[src/rtl/cc_tag_seq.sv]
// Tag-way sequencer for the icache: power-on/flush init sweep, fill/snoop-invalidate
// arbitration into single tag operations, and per-way result collection into one ack.
module cc_tag_seq #(
   parameter int unsigned ADDR_WIDTH  = 7,
   parameter int unsigned ADDR_COUNT  = 128,
   parameter int unsigned PADDR_WIDTH = 37
) (
   input  logic                     clk,
   input  logic                     rst,
   input  logic                     init_req,
   input  logic                     fill_req,
   input  logic [PADDR_WIDTH-1:0]   fill_addr,
   output logic                     fill_ack,
   input  logic                     inv_req,
   input  logic [PADDR_WIDTH-1:0]   inv_addr,
   output logic                     inv_ack,
   output logic                     inv_hit,
   output logic                     expun_valid,
   output logic [PADDR_WIDTH-1:0]   expun_addr,
   output logic                     err_multi,
   output logic                     busy,
   output logic [PADDR_WIDTH-1:0]   tag_write_phys_addr,
   output logic                     tag_write_wen,
   output logic                     tag_invalidate,
   output logic                     tag_init,
   input  logic [7:0]               way_write_hit,
   input  logic [7:0]               way_exp_en,
   input  logic [8*PADDR_WIDTH-1:0] way_exp_addr
);

   typedef enum logic [2:0] {
      S_INIT, S_DRAIN, S_IDLE, S_ISSUE, S_WAIT, S_CHECK
   } state_e;

   typedef enum logic {OP_FILL, OP_INV} op_e;

   localparam logic [ADDR_WIDTH-1:0] CNT_LAST  = ADDR_WIDTH'(ADDR_COUNT - 1);
   localparam logic [ADDR_WIDTH-1:0] DRAIN_END = ADDR_WIDTH'(1);

   state_e                  state_q, state_d;
   op_e                     op_q, op_d;
   logic [ADDR_WIDTH-1:0]   cnt_q, cnt_d;
   logic [PADDR_WIDTH-1:0]  addr_q, addr_d;
   logic                    init_pend_q, init_pend_d;

   logic [3:0]              hit_cnt;
   logic                    sel_exp;
   logic [PADDR_WIDTH-1:0]  sel_addr;

   // Tag arrays update on the falling edge, so this block does too.
   always_ff @(negedge clk or posedge rst) begin
      if (rst) begin
         state_q     <= S_INIT;
         op_q        <= OP_FILL;
         cnt_q       <= '0;
         addr_q      <= '0;
         init_pend_q <= 1'b0;
      end else begin
         state_q     <= state_d;
         op_q        <= op_d;
         cnt_q       <= cnt_d;
         addr_q      <= addr_d;
         init_pend_q <= init_pend_d;
      end
   end

   // Popcount of the way hits; with exactly one hit, sel_* refer to that way.
   always_comb begin
      hit_cnt  = '0;
      sel_exp  = 1'b0;
      sel_addr = '0;
      for (int unsigned i = 0; i < 8; i++) begin
         if (way_write_hit[i]) begin
            hit_cnt  = hit_cnt + 4'd1;
            sel_exp  = way_exp_en[i];
            sel_addr = way_exp_addr[i*PADDR_WIDTH +: PADDR_WIDTH];
         end
      end
   end

   always_comb begin
      state_d     = state_q;
      op_d        = op_q;
      cnt_d       = cnt_q;
      addr_d      = addr_q;
      init_pend_d = init_pend_q;

      fill_ack            = 1'b0;
      inv_ack             = 1'b0;
      inv_hit             = 1'b0;
      expun_valid         = 1'b0;
      expun_addr          = '0;
      err_multi           = 1'b0;
      busy                = (state_q != S_IDLE);
      tag_init            = (state_q == S_INIT);
      tag_write_wen       = (state_q == S_ISSUE) && (op_q == OP_FILL);
      tag_invalidate      = (state_q == S_ISSUE) && (op_q == OP_INV);
      tag_write_phys_addr = (state_q == S_INIT) ? PADDR_WIDTH'(cnt_q) : addr_q;

      if (state_q != S_IDLE && init_req) begin
         init_pend_d = 1'b1;
      end

      case (state_q)
         S_INIT: begin
            if (cnt_q == CNT_LAST) begin
               state_d = S_DRAIN;
               cnt_d   = '0;
            end else begin
               cnt_d = cnt_q + ADDR_WIDTH'(1);
            end
         end
         S_DRAIN: begin
            if (cnt_q == DRAIN_END) begin
               state_d = S_IDLE;
               cnt_d   = '0;
            end else begin
               cnt_d = cnt_q + ADDR_WIDTH'(1);
            end
         end
         S_IDLE: begin
            if (init_req || init_pend_q) begin
               state_d     = S_INIT;
               cnt_d       = '0;
               init_pend_d = 1'b0;
            end else if (inv_req) begin
               state_d = S_ISSUE;
               op_d    = OP_INV;
               addr_d  = inv_addr;
            end else if (fill_req) begin
               state_d = S_ISSUE;
               op_d    = OP_FILL;
               addr_d  = fill_addr;
            end
         end
         S_ISSUE: state_d = S_WAIT;
         S_WAIT:  state_d = S_CHECK;
         S_CHECK: begin
            state_d = S_IDLE;
            if (op_q == OP_FILL) begin
               fill_ack  = 1'b1;
               err_multi = (hit_cnt != 4'd1);
               if (hit_cnt == 4'd1 && sel_exp) begin
                  expun_valid = 1'b1;
                  expun_addr  = sel_addr;
               end
            end else begin
               inv_ack   = 1'b1;
               inv_hit   = (hit_cnt != 4'd0);
               err_multi = (hit_cnt > 4'd1);
            end
         end
         default: state_d = S_INIT;
      endcase
   end

endmodule

[config.mk]
export PLATFORM = sky130hd
export DESIGN_NAME = cc_tag_seq
export DESIGN_NICKNAME = d
export VERILOG_FILES = /design/src/rtl/cc_tag_seq.sv
export SDC_FILE = /design/constraint.sdc
export NUM_CORES = 1
export LEC_CHECK = 0
export CAP_MARGIN = 0
export CORE_AREA = 2 2 183 185
export DETAILED_ROUTE_END_ITERATION = 10
export DIE_AREA = 0 0 185 187
export GPL_ROUTABILITY_DRIVEN = 0
export PLACE_DENSITY = 0.54
export SKIP_CTS_REPAIR_TIMING = 1
export SYNTH_ARGS = -nofsm -noshare
export SYNTH_HDL_FRONTEND = slang
export SYNTH_SLANG_ARGS = --single-unit
[constraint.sdc]
create_clock -name clk -period 9 [get_ports clk]
set_input_delay 1.35 -clock clk [delete_from_list [all_inputs] [get_ports clk]]
set_output_delay 1.35 -clock clk [all_outputs]
set_load 0.005 [all_outputs]
# Word-level counts from Yosys, hierarchy flattened
# Cells that the tools add are included.
# word_totals
ff_bits	49
input_bits	391
out_inout_bits	83
wordCells	98
# classes
n_addsub	8
n_lt_le_gt_ge	1
eq_ne	14
n_mux	56
n_bitwise	2
n_reduce_logical	12
# op_table
op	count
$mux 37	14
$add 4x1->4 const B	7
$mux 4	7
$mux 1	25
$mux 7	3
$pmux 7 s3	1
$pmux 3 s6	1
$mux 3	5
$add 7x1->7 const B	1
$eq 7x1->1 const B	1
$eq 7x7->1 const B	1
$eq 3x2->1 const B	2
$eq 3x3->1 const B	2
$reduce_and 3->1	2
$eq 4x1->1 const B	1
$gt 4x1->1 const B	1
$logic_and 1x1->1	4
$ne 2x2->1 const B	2
$ne 4x1->1 const B	1
$ne 4x4->1 const B	1
$reduce_bool 4->1	1
$eq 3x1->1 const B	1
$logic_not 3->1	1
$ne 3x2->1 const B	1
other kinds (6)	7

# Depth between registers and ports, before layout
# depth
depth_word	20
mapped_depth	25
depth_no_buf	21

==> results.md <==
- Commonest non-fill, non-tap cell in the layout: clkdlybuf4s50_1
- GRT overflow: 0
- Final hold viol count: 0
- Most used flip-flop cell after synthesis: dfrtn_1
- Crit path launch type: flip-flop
- CP startpoint: state_q[0]
- Initial antenna violation count: 19
- Arr. time, crit path: 7.30 ns
- Clock buffer depth: 2
- I/O pin cnt: 474
- Detailed-route DRC error count: 0
- First-pass GRT wire length: 52700 µm
- Die Ht: 187 µm
- Reg2reg end: addr_q[17]
- WP data required: 7.65 ns
- CP Capture Point: expun_addr[20]
- Sw Share: 0.337
- Mapped Avg Cell Area: 6.76 µm²
- Detailed-route vias per instance: 4.75
- Final ANT Viol Nets: 0
- Initial Utilization: 0.196
- Netlist cell types: 54
- WL/cell: 19.9 µm
- Vias in the first global route: 8650
- Total number of vias: 8641
- Area grow syn2layout: 81.4%
- Max-slew violations: 0
- Sequential share of power: 0.259
- Synth Instances: 950
- Most frequent cells in the layout: clkdlybuf4s50_1 (464), a21oi_1 (198), o21ai_0 (121), inv_1 (88), nor2_1 (61)
- Synthesized area: 6420 µm²
- Pre-antenna DRT Iters: 4
- GRT Overall Usage: 0.201
- Synth Register Bits: 49
- Post-synth EDFFs: 0
- PwrDens: 80.2 nW/µm²
- Critical path type: reg -> out
- RSZ-0062 raised after global routing: false
- Clk pwr share: 0.200
- Reg-to-Reg Start: state_q[1]
- Hold/Removal Path Class: reg -> reg
- Switching pwr: 315 µW
- Crit path capture type: output pin
- CTS Root Cell: clkbuf_16
- DP Cell Count: 1791
- R2R cell count: 5
- Final Skew: 0.00738 ns
- DIE WIDTH: 185 µm
- Layout cells sized above 1: 0.0598
- Clock transition at path regs: 0.05 ns
- Initial DRC Count: 387
- Routed Wire Length: 36200 µm
- Max-slew headroom: 0.289
- Number of port buffers: 473
- Number of placement rows: 67
- CTS buffer count: 5
- Outcome: complete, no violations
- Worst Max-Slew Pin Slew: 1.06 ns
- Ys async rst share: 1.00
- Power share of the combinational group: 0.541
- Core area: 32900 µm²
- Ys Warns: 0
- Flop2flop setup slack: 6.59 ns
- CTS Sinks: 49
- Seq/Total Area, Yosys: 0.191
- Synth Net Count: 1350
- Worst-Skew Late Latency: 0.31 ns
- Max VDD drop: 0.0628 mV
- Leakage: 4.58 nW
- Dpl hpwl: 28900 µm
- CTS tree: built
- Fillers: 3550
- Max_cap viols: 0
- Fin cells: 1818
- H-tree levels: 2
- Pin count of the biggest net entering global routing: 80
- Nets: 1754
- Final setup vio count: 0
- Die ar.: 34600 µm²
- Setup Total Neg Slack: 0 ns
- Int Power: 619 µW
- Critical Path Fanout Max: 38
sequential cells by signal (all words and copies together) (netlist names):
signal / count
addr_q: 37
cnt_q: 7
state_q: 3
init_pend_q: 1
op_q: 1
metrics by stage:
step                      power, mW  instance area (µm²)   util  hold WS, ns  setup slack (ns)
after floorplan               0.488                 6420      -        0.446              1.43
after CTS                     0.948                11600  0.353        0.473             0.159
after global placement        0.751                11400  0.348        0.461             0.642
final                         0.934                11700  0.355        0.469             0.353
after global routing          0.998                11600  0.354        0.489             0.107
after detailed placement      0.754                11400  0.348        0.473             0.493
layout make-up:
class / instances / area [µm²] / share of cell area
diodes: 15 / 37.5 / 0.00322
well taps: 448 / 561 / 0.0481
clock buffers: 6 / 129 / 0.0111
repair buffers: 496 / 4880 / 0.419
clock inverters: 2 / 15.0 / 0.00129
multi-input cells: 713 / 4480 / 0.384
flip-flops and latches: 49 / 1230 / 0.105
inverters: 89 / 334 / 0.0287
cell families after synthesis:
family	synth area share
AOI/OAI and AO/OA	0.433
buffers and inverters	0.116
and+or+nand+nor	0.136
DFF	0.191
muxes	0.0715
xor gates and xnor gates	0.0347
adders and majority gates	0.0175
per-layer routing:
layer	vias up	routed length, µm	track usage
met1	3986	13500	0.218
met2	351	18300	0.364
met3	59	3160	0.0555
li1	4235	-	-
met5	-	66	0
met4	10	1180	0.0833
critical path, cell delays in order (launching register included):
cell and delay, ns:
dfrtn_1 0.48, nor2b_1 0.29, nand2_1 0.12, nor2_1 0.15, o21a_1 0.14, nand4b_1 0.09
buf_4 0.31, a211oi_1 0.32, clkdlybuf4s50_1 0.55
synthesized netlist by cell type, types with 6 or more instances:
library cell	n	area, µm²
xnor2_1	6	52.6
a211oi_2	19	238
buf_1	11	41.3
a221oi_1	39	342
nand2_1	60	225
buf_2	10	50.1
a211oi_1	18	135
mux2_2	7	78.8
o21ai_0	121	606
nor2_1	61	229
a21oi_1	198	991
clkbuf_1	74	278
nor2b_1	34	213
inv_1	89	334
mux2i_1	38	380
a22oi_1	37	278
a31oi_1	6	37.5
dfrtn_1	49	1230
ha_1	9	113
power groups by stage:
stage	sequential [mW]	clock, mW	combinational (mW)
6_report	0.242	0.187	0.506
2_1_floorplan	0.243	0	0.245
4_1_cts	0.242	0.195	0.512
5_1_grt	0.244	0.200	0.554
3_3_place_gp	0.245	0	0.506
3_5_place_dp	0.245	0	0.508
worst min-delay path by stage:
| stage | start | to | slack, ns | cells past startpoint |
|---|---|---|---|---|
| after floorplan | cnt_q[0] | cnt_q[0] | 0.45 | 1 |
| after global placement | addr_q[10] | addr_q[10] | 0.46 | 2 |
| after detailed placement | addr_q[15] | addr_q[15] | 0.47 | 2 |
| after CTS | addr_q[10] | addr_q[10] | 0.47 | 2 |
| after global routing | addr_q[12] | addr_q[12] | 0.49 | 2 |
| final | addr_q[16] | addr_q[16] | 0.47 | 2 |
Note: power is estimated with default switching activity, not from simulation.
